$ cat config.mk
export PLATFORM = sky130hd
export DESIGN_NAME = pid_hdng_ctrl
export DESIGN_NICKNAME = d
export VERILOG_FILES = /design/src/rtl/pid_pkg.sv /design/src/rtl/pid_hdng_dwell.sv /design/src/rtl/pid_hdng_ctrl.sv
export SDC_FILE = /design/constraint.sdc
export NUM_CORES = 1
export LEC_CHECK = 0
export ABC_AREA = 0
export CAP_MARGIN = 20
export CORE_UTILIZATION = 55
export DETAILED_ROUTE_END_ITERATION = 10
export PLACE_DENSITY_LB_ADDON = 0.05
export SYNTH_ARGS = -nofsm -noshare
export SYNTH_HDL_FRONTEND = slang
export SYNTH_SLANG_ARGS = --single-unit
$ cat constraint.sdc
create_clock -name clk -period 6.3 [get_ports clk]
set_input_delay 0.63 -clock clk [delete_from_list [all_inputs] [get_ports clk]]
set_output_delay 0.63 -clock clk [all_outputs]
set_load 0.1 [all_outputs]
$ cat src/rtl/pid_pkg.sv
// Purpose: shared types, default widths and the signed-saturation helper for the heading PID.
// Latency: n/a (package only).
// Backpressure: n/a.
package pid_pkg;

    localparam int ERR_W_DEF    = 12;
    localparam int SAT_W_DEF    = 10;
    localparam int SPD_W_DEF    = 11;
    localparam int INT_W_DEF    = 16;
    localparam int P_COEFF_DEF  = 3;
    localparam int D_COEFF_DEF  = 14;
    localparam int I_SHIFT_DEF  = 4;
    localparam int O_SHIFT_DEF  = 3;
    localparam int IN_BAND_DEF  = 30;
    localparam int OUT_BAND_DEF = 40;
    localparam int DWELL_DEF    = 3;

    typedef enum logic [1:0] {
        FAR  = 2'd0,
        NEAR = 2'd1,
        AT   = 2'd2
    } hdng_st_e;

    // Clamp a signed value into the range of a signed field of 'width' bits.
    function automatic logic signed [31:0] sat_s(input logic signed [31:0] value, input int width);
        logic signed [31:0] mx;
        logic signed [31:0] mn;
        mx = (32'sd1 <<< (width - 1)) - 32'sd1;
        mn = -(32'sd1 <<< (width - 1));
        if (value > mx)
            return mx;
        else if (value < mn)
            return mn;
        else
            return value;
    endfunction

endpackage

$ cat src/rtl/pid_hdng_dwell.sv
// Purpose: at-heading detector; dwell count to enter AT, wider band to leave it (hysteresis).
// Latency: state and at_hdng update on the edge that samples smp_vld.
// Backpressure: none; evaluates only on smp_vld, clr forces FAR.
// Ports: clk, rst (async high), clr (sync clear), smp_vld, err_sat (signed) -> at_hdng.
module pid_hdng_dwell
    import pid_pkg::*;
#(
    parameter int SAT_W    = SAT_W_DEF,
    parameter int IN_BAND  = IN_BAND_DEF,
    parameter int OUT_BAND = OUT_BAND_DEF,
    parameter int DWELL    = DWELL_DEF
) (
    input  logic                    clk,
    input  logic                    rst,
    input  logic                    clr,
    input  logic                    smp_vld,
    input  logic signed [SAT_W-1:0] err_sat,
    output logic                    at_hdng
);

    localparam int CNT_W = $clog2(DWELL + 1);
    localparam logic [SAT_W:0]   IN_LIM  = (SAT_W + 1)'(IN_BAND);
    localparam logic [SAT_W:0]   OUT_LIM = (SAT_W + 1)'(OUT_BAND);
    localparam logic [CNT_W-1:0] DWELL_C = CNT_W'(DWELL);

    hdng_st_e                st, st_nxt;
    logic [CNT_W-1:0]        cnt, cnt_nxt;
    logic signed [SAT_W:0]   err_wide;
    logic [SAT_W:0]          err_abs;
    logic                    in_band;
    logic                    out_band;

    always_comb begin
        // One extra bit so |-2^(SAT_W-1)| is representable.
        err_wide = (SAT_W + 1)'(err_sat);
        err_abs  = err_wide[SAT_W] ? -err_wide : err_wide;
        in_band  = err_abs < IN_LIM;
        out_band = err_abs >= OUT_LIM;
        st_nxt   = st;
        cnt_nxt  = cnt;
        if (smp_vld) begin
            case (st)
                FAR: begin
                    if (in_band) begin
                        cnt_nxt = CNT_W'(1);
                        st_nxt  = (DWELL_C == CNT_W'(1)) ? AT : NEAR;
                    end else begin
                        cnt_nxt = '0;
                    end
                end
                NEAR: begin
                    if (in_band) begin
                        cnt_nxt = cnt + CNT_W'(1);
                        if (cnt_nxt == DWELL_C)
                            st_nxt = AT;
                    end else begin
                        st_nxt  = FAR;
                        cnt_nxt = '0;
                    end
                end
                AT: begin
                    // The IN_BAND..OUT_BAND-1 gap keeps AT.
                    if (out_band) begin
                        st_nxt  = FAR;
                        cnt_nxt = '0;
                    end
                end
                default: begin
                    st_nxt  = FAR;
                    cnt_nxt = '0;
                end
            endcase
        end
    end

    always_ff @(posedge clk or posedge rst) begin
        if (rst) begin
            st  <= FAR;
            cnt <= '0;
        end else if (clr) begin
            st  <= FAR;
            cnt <= '0;
        end else begin
            st  <= st_nxt;
            cnt <= cnt_nxt;
        end
    end

    assign at_hdng = (st == AT);

endmodule

$ cat src/rtl/pid_hdng_ctrl.sv
// Purpose: 3-stage pipelined heading PID producing clamped signed left/right wheel speeds.
// Latency: hdng_vld at edge n -> lft_spd/rght_spd/spd_vld after edge n+2; one sample per cycle.
// Backpressure: none; moving=0 flushes the pipeline and zeroes the speeds.
// Ports: clk, rst (async high), moving, hdng_vld, dsrd_hdng, actl_hdng, frwrd_spd
//        -> lft_spd, rght_spd, spd_vld, at_hdng, int_sat.
module pid_hdng_ctrl
    import pid_pkg::*;
#(
    parameter int ERR_W    = ERR_W_DEF,
    parameter int SAT_W    = SAT_W_DEF,
    parameter int SPD_W    = SPD_W_DEF,
    parameter int INT_W    = INT_W_DEF,
    parameter int P_COEFF  = P_COEFF_DEF,
    parameter int D_COEFF  = D_COEFF_DEF,
    parameter int I_SHIFT  = I_SHIFT_DEF,
    parameter int O_SHIFT  = O_SHIFT_DEF,
    parameter int IN_BAND  = IN_BAND_DEF,
    parameter int OUT_BAND = OUT_BAND_DEF,
    parameter int DWELL    = DWELL_DEF
) (
    input  logic                    clk,
    input  logic                    rst,
    input  logic                    moving,
    input  logic                    hdng_vld,
    input  logic signed [ERR_W-1:0] dsrd_hdng,
    input  logic signed [ERR_W-1:0] actl_hdng,
    input  logic [SPD_W-1:0]        frwrd_spd,
    output logic signed [SPD_W:0]   lft_spd,
    output logic signed [SPD_W:0]   rght_spd,
    output logic                    spd_vld,
    output logic                    at_hdng,
    output logic                    int_sat
);

    localparam int SUM_W = SAT_W + 5;
    localparam int DIF_W = SAT_W + 1;
    localparam int OUT_W = SPD_W + 1;
    localparam int MIX_W = SPD_W + 2;

    logic signed [ERR_W-1:0] err_q;
    logic                    v1, v2;
    logic signed [SAT_W-1:0] err_sat, hist1, hist2;
    logic signed [DIF_W-1:0] dif;
    logic signed [7:0]       dif_sat;
    logic signed [INT_W-1:0] integ, integ_nxt;
    logic signed [INT_W:0]   int_add;
    logic                    int_ovf;
    logic signed [SUM_W-1:0] p_c, d_c, i_c, p_q, d_q, i_q, sum;
    logic signed [MIX_W-1:0] d_mix, lft_raw, rght_raw;
    logic signed [OUT_W-1:0] lft_c, rght_c;

    always_comb begin
        // Stage 2 terms.
        err_sat   = SAT_W'(sat_s(32'(err_q), SAT_W));
        dif       = DIF_W'(err_sat) - DIF_W'(hist2);
        dif_sat   = 8'(sat_s(32'(dif), 8));
        p_c       = SUM_W'(err_sat) * SUM_W'(P_COEFF);
        d_c       = SUM_W'(dif_sat) * SUM_W'(D_COEFF);
        // Overflow shows up as disagreement between the two top bits of the widened sum.
        int_add   = (INT_W + 1)'(integ) + (INT_W + 1)'(err_sat);
        int_ovf   = int_add[INT_W] != int_add[INT_W-1];
        integ_nxt = int_ovf ? integ : int_add[INT_W-1:0];
        i_c       = SUM_W'(integ_nxt >>> I_SHIFT);
        // Stage 3 mix and clamp.
        sum       = p_q + i_q + d_q;
        d_mix     = MIX_W'(sum >>> O_SHIFT);
        lft_raw   = MIX_W'(signed'({1'b0, frwrd_spd})) + d_mix;
        rght_raw  = MIX_W'(signed'({1'b0, frwrd_spd})) - d_mix;
        lft_c     = OUT_W'(sat_s(32'(lft_raw), OUT_W));
        rght_c    = OUT_W'(sat_s(32'(rght_raw), OUT_W));
    end

    always_ff @(posedge clk or posedge rst) begin
        if (rst) begin
            err_q    <= '0;
            v1       <= 1'b0;
            v2       <= 1'b0;
            hist1    <= '0;
            hist2    <= '0;
            integ    <= '0;
            int_sat  <= 1'b0;
            p_q      <= '0;
            d_q      <= '0;
            i_q      <= '0;
            lft_spd  <= '0;
            rght_spd <= '0;
            spd_vld  <= 1'b0;
        end else if (!moving) begin
            // Flush: in-flight samples are dropped, the next sample starts from clean history.
            v1       <= 1'b0;
            v2       <= 1'b0;
            hist1    <= '0;
            hist2    <= '0;
            integ    <= '0;
            p_q      <= '0;
            d_q      <= '0;
            i_q      <= '0;
            lft_spd  <= '0;
            rght_spd <= '0;
            spd_vld  <= 1'b0;
        end else begin
            v1 <= hdng_vld;
            if (hdng_vld)
                err_q <= actl_hdng - dsrd_hdng;
            v2 <= v1;
            if (v1) begin
                hist2   <= hist1;
                hist1   <= err_sat;
                integ   <= integ_nxt;
                int_sat <= int_ovf;
                p_q     <= p_c;
                d_q     <= d_c;
                i_q     <= i_c;
            end
            spd_vld <= v2;
            if (v2) begin
                lft_spd  <= lft_c;
                rght_spd <= rght_c;
            end
        end
    end

    pid_hdng_dwell #(
        .SAT_W    (SAT_W),
        .IN_BAND  (IN_BAND),
        .OUT_BAND (OUT_BAND),
        .DWELL    (DWELL)
    ) u_dwell (
        .clk      (clk),
        .rst      (rst),
        .clr      (!moving),
        .smp_vld  (v1),
        .err_sat  (err_sat),
        .at_hdng  (at_hdng)
    );

endmodule
== Yosys cells after proc, flatten, opt, wreduce, memory -nomap -nowiden ==
Index checks and enable logic that the tools add are counted.
Widths: inputs -> output; s select.

* Register bits: 125
* Output and inout port bits: 27
* Logic and storage cells: 94

* $lt $le $gt $ge: 10
* Multiplexer cells: 41
* Eq/ne operators: 10
* $add $sub $neg: 9
* Reductions and logical operators: 6
* $mul: 2

{| class="wikitable"
|+ Operator list
! cell !! count
|-
| $mux 12 || 8
|-
| $mux 15 || 6
|-
| $mux 10 || 6
|-
| $mux 16 || 3
|-
| $add 15x15->15 || 2
|-
| $gt 13x12->1 const B || 2
|-
| $lt 13x12->1 const B || 2
|-
| $mux 2 || 9
|-
| $add 16x10->17 || 1
|-
| $mux 8 || 2
|-
| $add 12x12->13 || 1
|-
| $mul 10x3->13 const B || 1
|-
| $sub 12x12->13 || 1
|-
| $gt 12x10->1 const B || 1
|-
| $lt 12x10->1 const B || 1
|-
| $mul 8x4->12 const B || 1
|-
| $pmux 2 s3 || 2
|-
| $sub 12x12->12 || 1
|-
| $ge 11x6->1 const B || 1
|-
| $gt 11x8->1 const B || 1
|-
| $lt 11x5->1 const B || 1
|-
| $lt 11x8->1 const B || 1
|-
| $mux 11 || 1
|-
| $neg 10->11 || 1
|-
| 13 further kinds || 22
|}

== Depth between registers and ports, before layout ==
* Depth in word-level cells: 10
* Depth in mapped cells: 30
* Gate-level depth less buffers: 27

== Modules after synthesis ==
A second synthesis with hierarchy kept.

* Cells, all modules: 1000
* Area, all modules: 8988.6 sq um

{| class="wikitable"
|+ Modules (own cells, without submodules)
! module !! area an instance (sq um) !! cells each !! times used !! sequential area each (sq um)
|-
| pid_hdng_ctrl || 8499.4 || 941 || 1 || 2502.4
|-
| pid_hdng_dwell || 489.2 || 59 || 1 || 100.1
|}

== Least setup slack after synthesis ==
Ideal clock, no wire load.

* Kind: reg2reg
* Start point: register err_q[11]
* End point: register d_q[13]
* Path buffers: 4
* Path slack: 106 ps
* Cell stages (with the launch flop): 26
* Arrival: 6112 ps
* Clock period less this slack: 6194 ps
* Data required time: 6218 ps
* Cell sequence: dfrtp_1 > clkbuf_1 > buf_1 > buf_1 > nor2_1 > nor2_1 > a21oi_1 > inv_1 > fa_1 > nand2b_1 > a21oi_4 > o22ai_4 > o31ai_4 > inv_4 > and2_1 > clkbuf_1 > o31ai_1 > ha_1 > fa_1 > ha_1 > nand2_1 > or4_4 > nor2_2 > o221ai_2 > or3_1 > a31oi_1

* Cells in the longest elaborated chain, start to end: 10
* Elaborated cells on any way between the ends: 12
* Those cells by class: add/sub: 1; mul: 1; order compare: 4; mux: 6

{| class="wikitable"
|+ Ends and longest elaborated chain
! what !! RTL line !! text
|-
| start, declared || pid_hdng_ctrl.sv:40 || <nowiki>logic signed [ERR_W-1:0] err_q;</nowiki>
|-
| start signal, assigned || pid_hdng_ctrl.sv:104 || <nowiki>err_q <= actl_hdng - dsrd_hdng;</nowiki>
|-
| $lt 12x10->1 || pid_pkg.sv:32 || <nowiki>else if (value < mn)</nowiki>
|-
| $mux 10 || pid_pkg.sv:32 ||
|-
| $mux 10 * || pid_pkg.sv:30 || <nowiki>if (value > mx)</nowiki>
|-
| $sub 10x10->11 * || pid_hdng_ctrl.sv:55 || <nowiki>dif = DIF_W'(err_sat) - DIF_W'(hist2);</nowiki>
|-
| $lt 11x8->1 || pid_pkg.sv:32 ||
|-
| $mux 8 || pid_pkg.sv:32 ||
|-
| $mux 8 * || pid_pkg.sv:30 ||
|-
| $mul 8x4->12 * || pid_hdng_ctrl.sv:58 || <nowiki>d_c = SUM_W'(dif_sat) * SUM_W'(D_COEFF);</nowiki>
|-
| $mux 15 * || pid_hdng_ctrl.sv:106 || <nowiki>if (v1) begin</nowiki>
|-
| $mux 15 * || pid_hdng_ctrl.sv:88 || <nowiki>end else if (!moving) begin</nowiki>
|-
| end signal, assigned || pid_hdng_ctrl.sv:83 || <nowiki>d_q <= '0;</nowiki>
|-
| end signal, assigned || pid_hdng_ctrl.sv:96 || <nowiki>d_q <= '0;</nowiki>
|-
| end signal, assigned || pid_hdng_ctrl.sv:112 || <nowiki>d_q <= d_c;</nowiki>
|-
| end, declared || pid_hdng_ctrl.sv:48 || <nowiki>logic signed [SUM_W-1:0] p_c, d_c, i_c, p_q, d_q, i_q, sum;</nowiki>
|}

Mark *: on every way between the ends. The rest lies on a longest branch, timed or not. The select of a mux whose other input is x is not followed.
A chain may end at the register's enable or synchronous reset.

== Final worst setup path ==
Ends and elaborated chain as after synthesis.

==> results.json <==
{
  "grt_max_degree": 55,
  "p_per_area_nw_per_um2": 593,
  "synthCells": 1043,
  "drtPass1Iterations": 4,
  "p_comb_share_pct": 76.0,
  "synth-seq-cells": 104,
  "finalWeightedCongestion": 0.820,
  "area_growth_pct": 13.6,
  "period_minus_slack_ps": 5760,
  "wl_per_cell_microns": 15.4,
  "synth_flop_cell": "dfrtp_1",
  "hold_slack_ps": 508,
  "internal-power_mw": 3.18,
  "critPathMaxStageDelay_ps": 500,
  "synth-edff-count": 0,
  "fin_util_pct": 64.8,
  "dp_hpwl_mm": 15.5,
  "seqPwrFrac_pct": 14.1,
  "path_cells": "a21bo_2 -> nand2_1 -> o21ai_1 -> inv_1 -> ha_1 -> fa_1 -> nand2b_1 -> a21oi_4 -> o22ai_4 -> xnor2_1 -> nand4_1 -> and2_1 -> o31ai_1 -> ha_1 -> inv_1 -> fa_1 -> inv_1 -> ha_1 -> nand2_1 -> or4_4 -> nor2_2 -> o221ai_2 -> or3_1 -> a31oi_1",
  "via_per_inst": 5.54,
  "drive_gt1_share_pct": 6.25,
  "synth_top_area_share_pct": 28.3,
  "grt_pass1_vias": 7239,
  "dpl-instance-area_sq_um": 10100,
  "power_mw": 6.19,
  "setup_viol": 0,
  "worst_setup_path_end_kind": "register",
  "maxSlewViolCount": 0,
  "skew_ps": 8.00,
  "ir_drop_uv": 466,
  "hold_violations": 0,
  "cts_buffers": 9,
  "crit_buf_inv": 3,
  "fp.dieW_microns": 131,
  "n_antenna_cell": 0,
  "dp_slack_ps": 334,
  "start_util_pct": 57.1,
  "vias": 7315,
  "ctsLongestPathBuffers": 2,
  "outcome": "complete, no violations",
  "fmax_mhz": 174,
  "clock_sinks": 104,
  "synth-async-reset-ratio_pct": 100,
  "rsz0062_at_grt": "no",
  "setup.worst_path.class": "reg2reg",
  "slowest_stage": "dfrtp_2",
  "instances_no_fill": 1320,
  "grt_overflow_total": 0,
  "worst-path-max-fanout": 17,
  "slew_headroom_pct": 33.6,
  "pin_count": 66,
  "fin_ws_ps": 538,
  "drtIter0Drc": 337,
  "mappedNetlistArea_sq_um": 9200,
  "critical_path_arrival_ps": 6050,
  "die-area_sq_um": 17200,
  "power.switching_mw": 3.01,
  "postCtsHoldBufs": 0,
  "drt-total-wl_mm": 20.3,
  "tightestPinTransition_ps": 996,
  "clkTransAtPathRegs_ps": 70,
  "ys_warn_count": 0,
  "std_cell_rows": 46,
  "syn_nets": 1221,
  "grt_pass1_wl_mm": 34.5,
  "cts_root_buffer": "clkbuf_16",
  "setup_tns_ps": 0,
  "postRouteAntennaNets": 0,
  "start_kind": "register",
  "h-tree-depth": 3,
  "clk_latency_ps": 360,
  "avgSynthCellArea_sq_um": 8.82,
  "synth_top_area_cell": "dfrtp_1",
  "yosysUniqueCellTypes": 70,
  "switching_share_pct": 48.6,
  "synth_common_cells": "116 x ha_1, 116 x nor2_1, 115 x inv_1",
  "antenna_found_initial": 0,
  "ys_seq_area_share_pct": 28.3,
  "drc": 0,
  "fin_crit_sh_pct": 91.5,
  "power_leakage_nw": 4.97,
  "p_clk_share_pct": 10.0,
  "placedCellCount": 1304,
  "cts_tree": "done",
  "core-area_sq_um": 16100,
  "cp_top_family": "simple AND/OR/NAND/NOR gates",
  "maxCapViolCount": 0,
  "hp-class": "reg2reg",
  "nets": 1278,
  "die_height_microns": 131,
  "numPortBuffers": 65,
  "required_ps": 6580,
  "stdcell_area_sq_um": 10400,
  "grtUsageTotal_pct": 24.6,
  "yosys-top-cells-area": "dfrtp_1 28%, ha_1 16%, fa_1 5.0%, xnor2_1 5.0%, nor2_1 4.7%"
}
==> kinds of logic after synthesis <==
group           share of synthesized area, %
buf+inv                                 6.45
simple gates                            14.4
flops                                   28.3
mux                                     3.89
compound gates                          20.1
fa+ha+maj                               20.8
xor+xnor                                6.10
==> placed cells by master, fill, tap and decap left out, types with 14 or more instances in the layout <==
master           count
a211oi_1            15
a21o_1              16
a21oi_1             66
a22o_1              14
buf_4               19
clkdlybuf4s50_1     65
dfrtp_1            101
fa_1                23
ha_1               116
inv_1              114
mux2i_1             29
nand2_1             61
nand3_1             14
nor2_1             116
nor2b_1             20
nor3_1              21
o21ai_0             48
o221a_1             15
xnor2_1             52
==> final timing paths <==
path	depth (start not counted)	end	from	slack [ps]
min reg2reg	1	int_sat	int_sat	510
min in group asynchronous	2	rght_spd[0]	rst	730
max reg2reg	24	d_q[13]	err_q[11]	540
min	1	int_sat	int_sat	510
max in group asynchronous	3	lft_spd[11]	rst	4450
max	24	d_q[13]	err_q[11]	540
==> power by group through the flow <==
stage                     clock network [mW]  logic [mW]  registers [mW]
after floorplan                            0        3.68           0.966
after global placement                     0        4.64           0.883
after detailed placement                   0        4.68           0.885
after CTS                              0.631        4.71           0.873
after global routing                   0.652        5.32           0.884
final                                  0.617        4.70           0.870
==> metal layers <==
layer | GRT usage [%] | vias up | part of all wire [%]
met1 | 31.8 | 3452 | 47
li1 | - | 3731 | -
met3 | 3.05 | 27 | 2.2
met4 | 7.75 | 0 | 2.1
met2 | 42.7 | 105 | 49
met5 | 0 | - | 0
==> repair_timing <==
action | 4_1_cts | 5_1_grt
gates resized for setup | 0 | 3
setup buffers | 0 | 1
setup endpoints to repair | 0 | 3
==> registers in the layout, summed over array words and instances, names as in the netlist <==
signal	cells
v1	1
lft_spd	12
rght_spd	12
hist1	10
err_q	12
u_dwell.st	2
integ	15
spd_vld	1
u_dwell.cnt	2
p_q	12
i_q	1
d_q	12
v2	1
hist2	10
int_sat	1
==> final cells by class <==
cell class | count | area, sq um
multi-input cells | 783 | 6000
fillers | 1400 | 5670
flip-flops and latches | 104 | 2610
repair buffers | 85 | 801
inverters | 117 | 444
well taps | 216 | 270
clock buffers | 10 | 239
clock inverters | 5 | 81.3
Power figures use the tool's default switching activity.
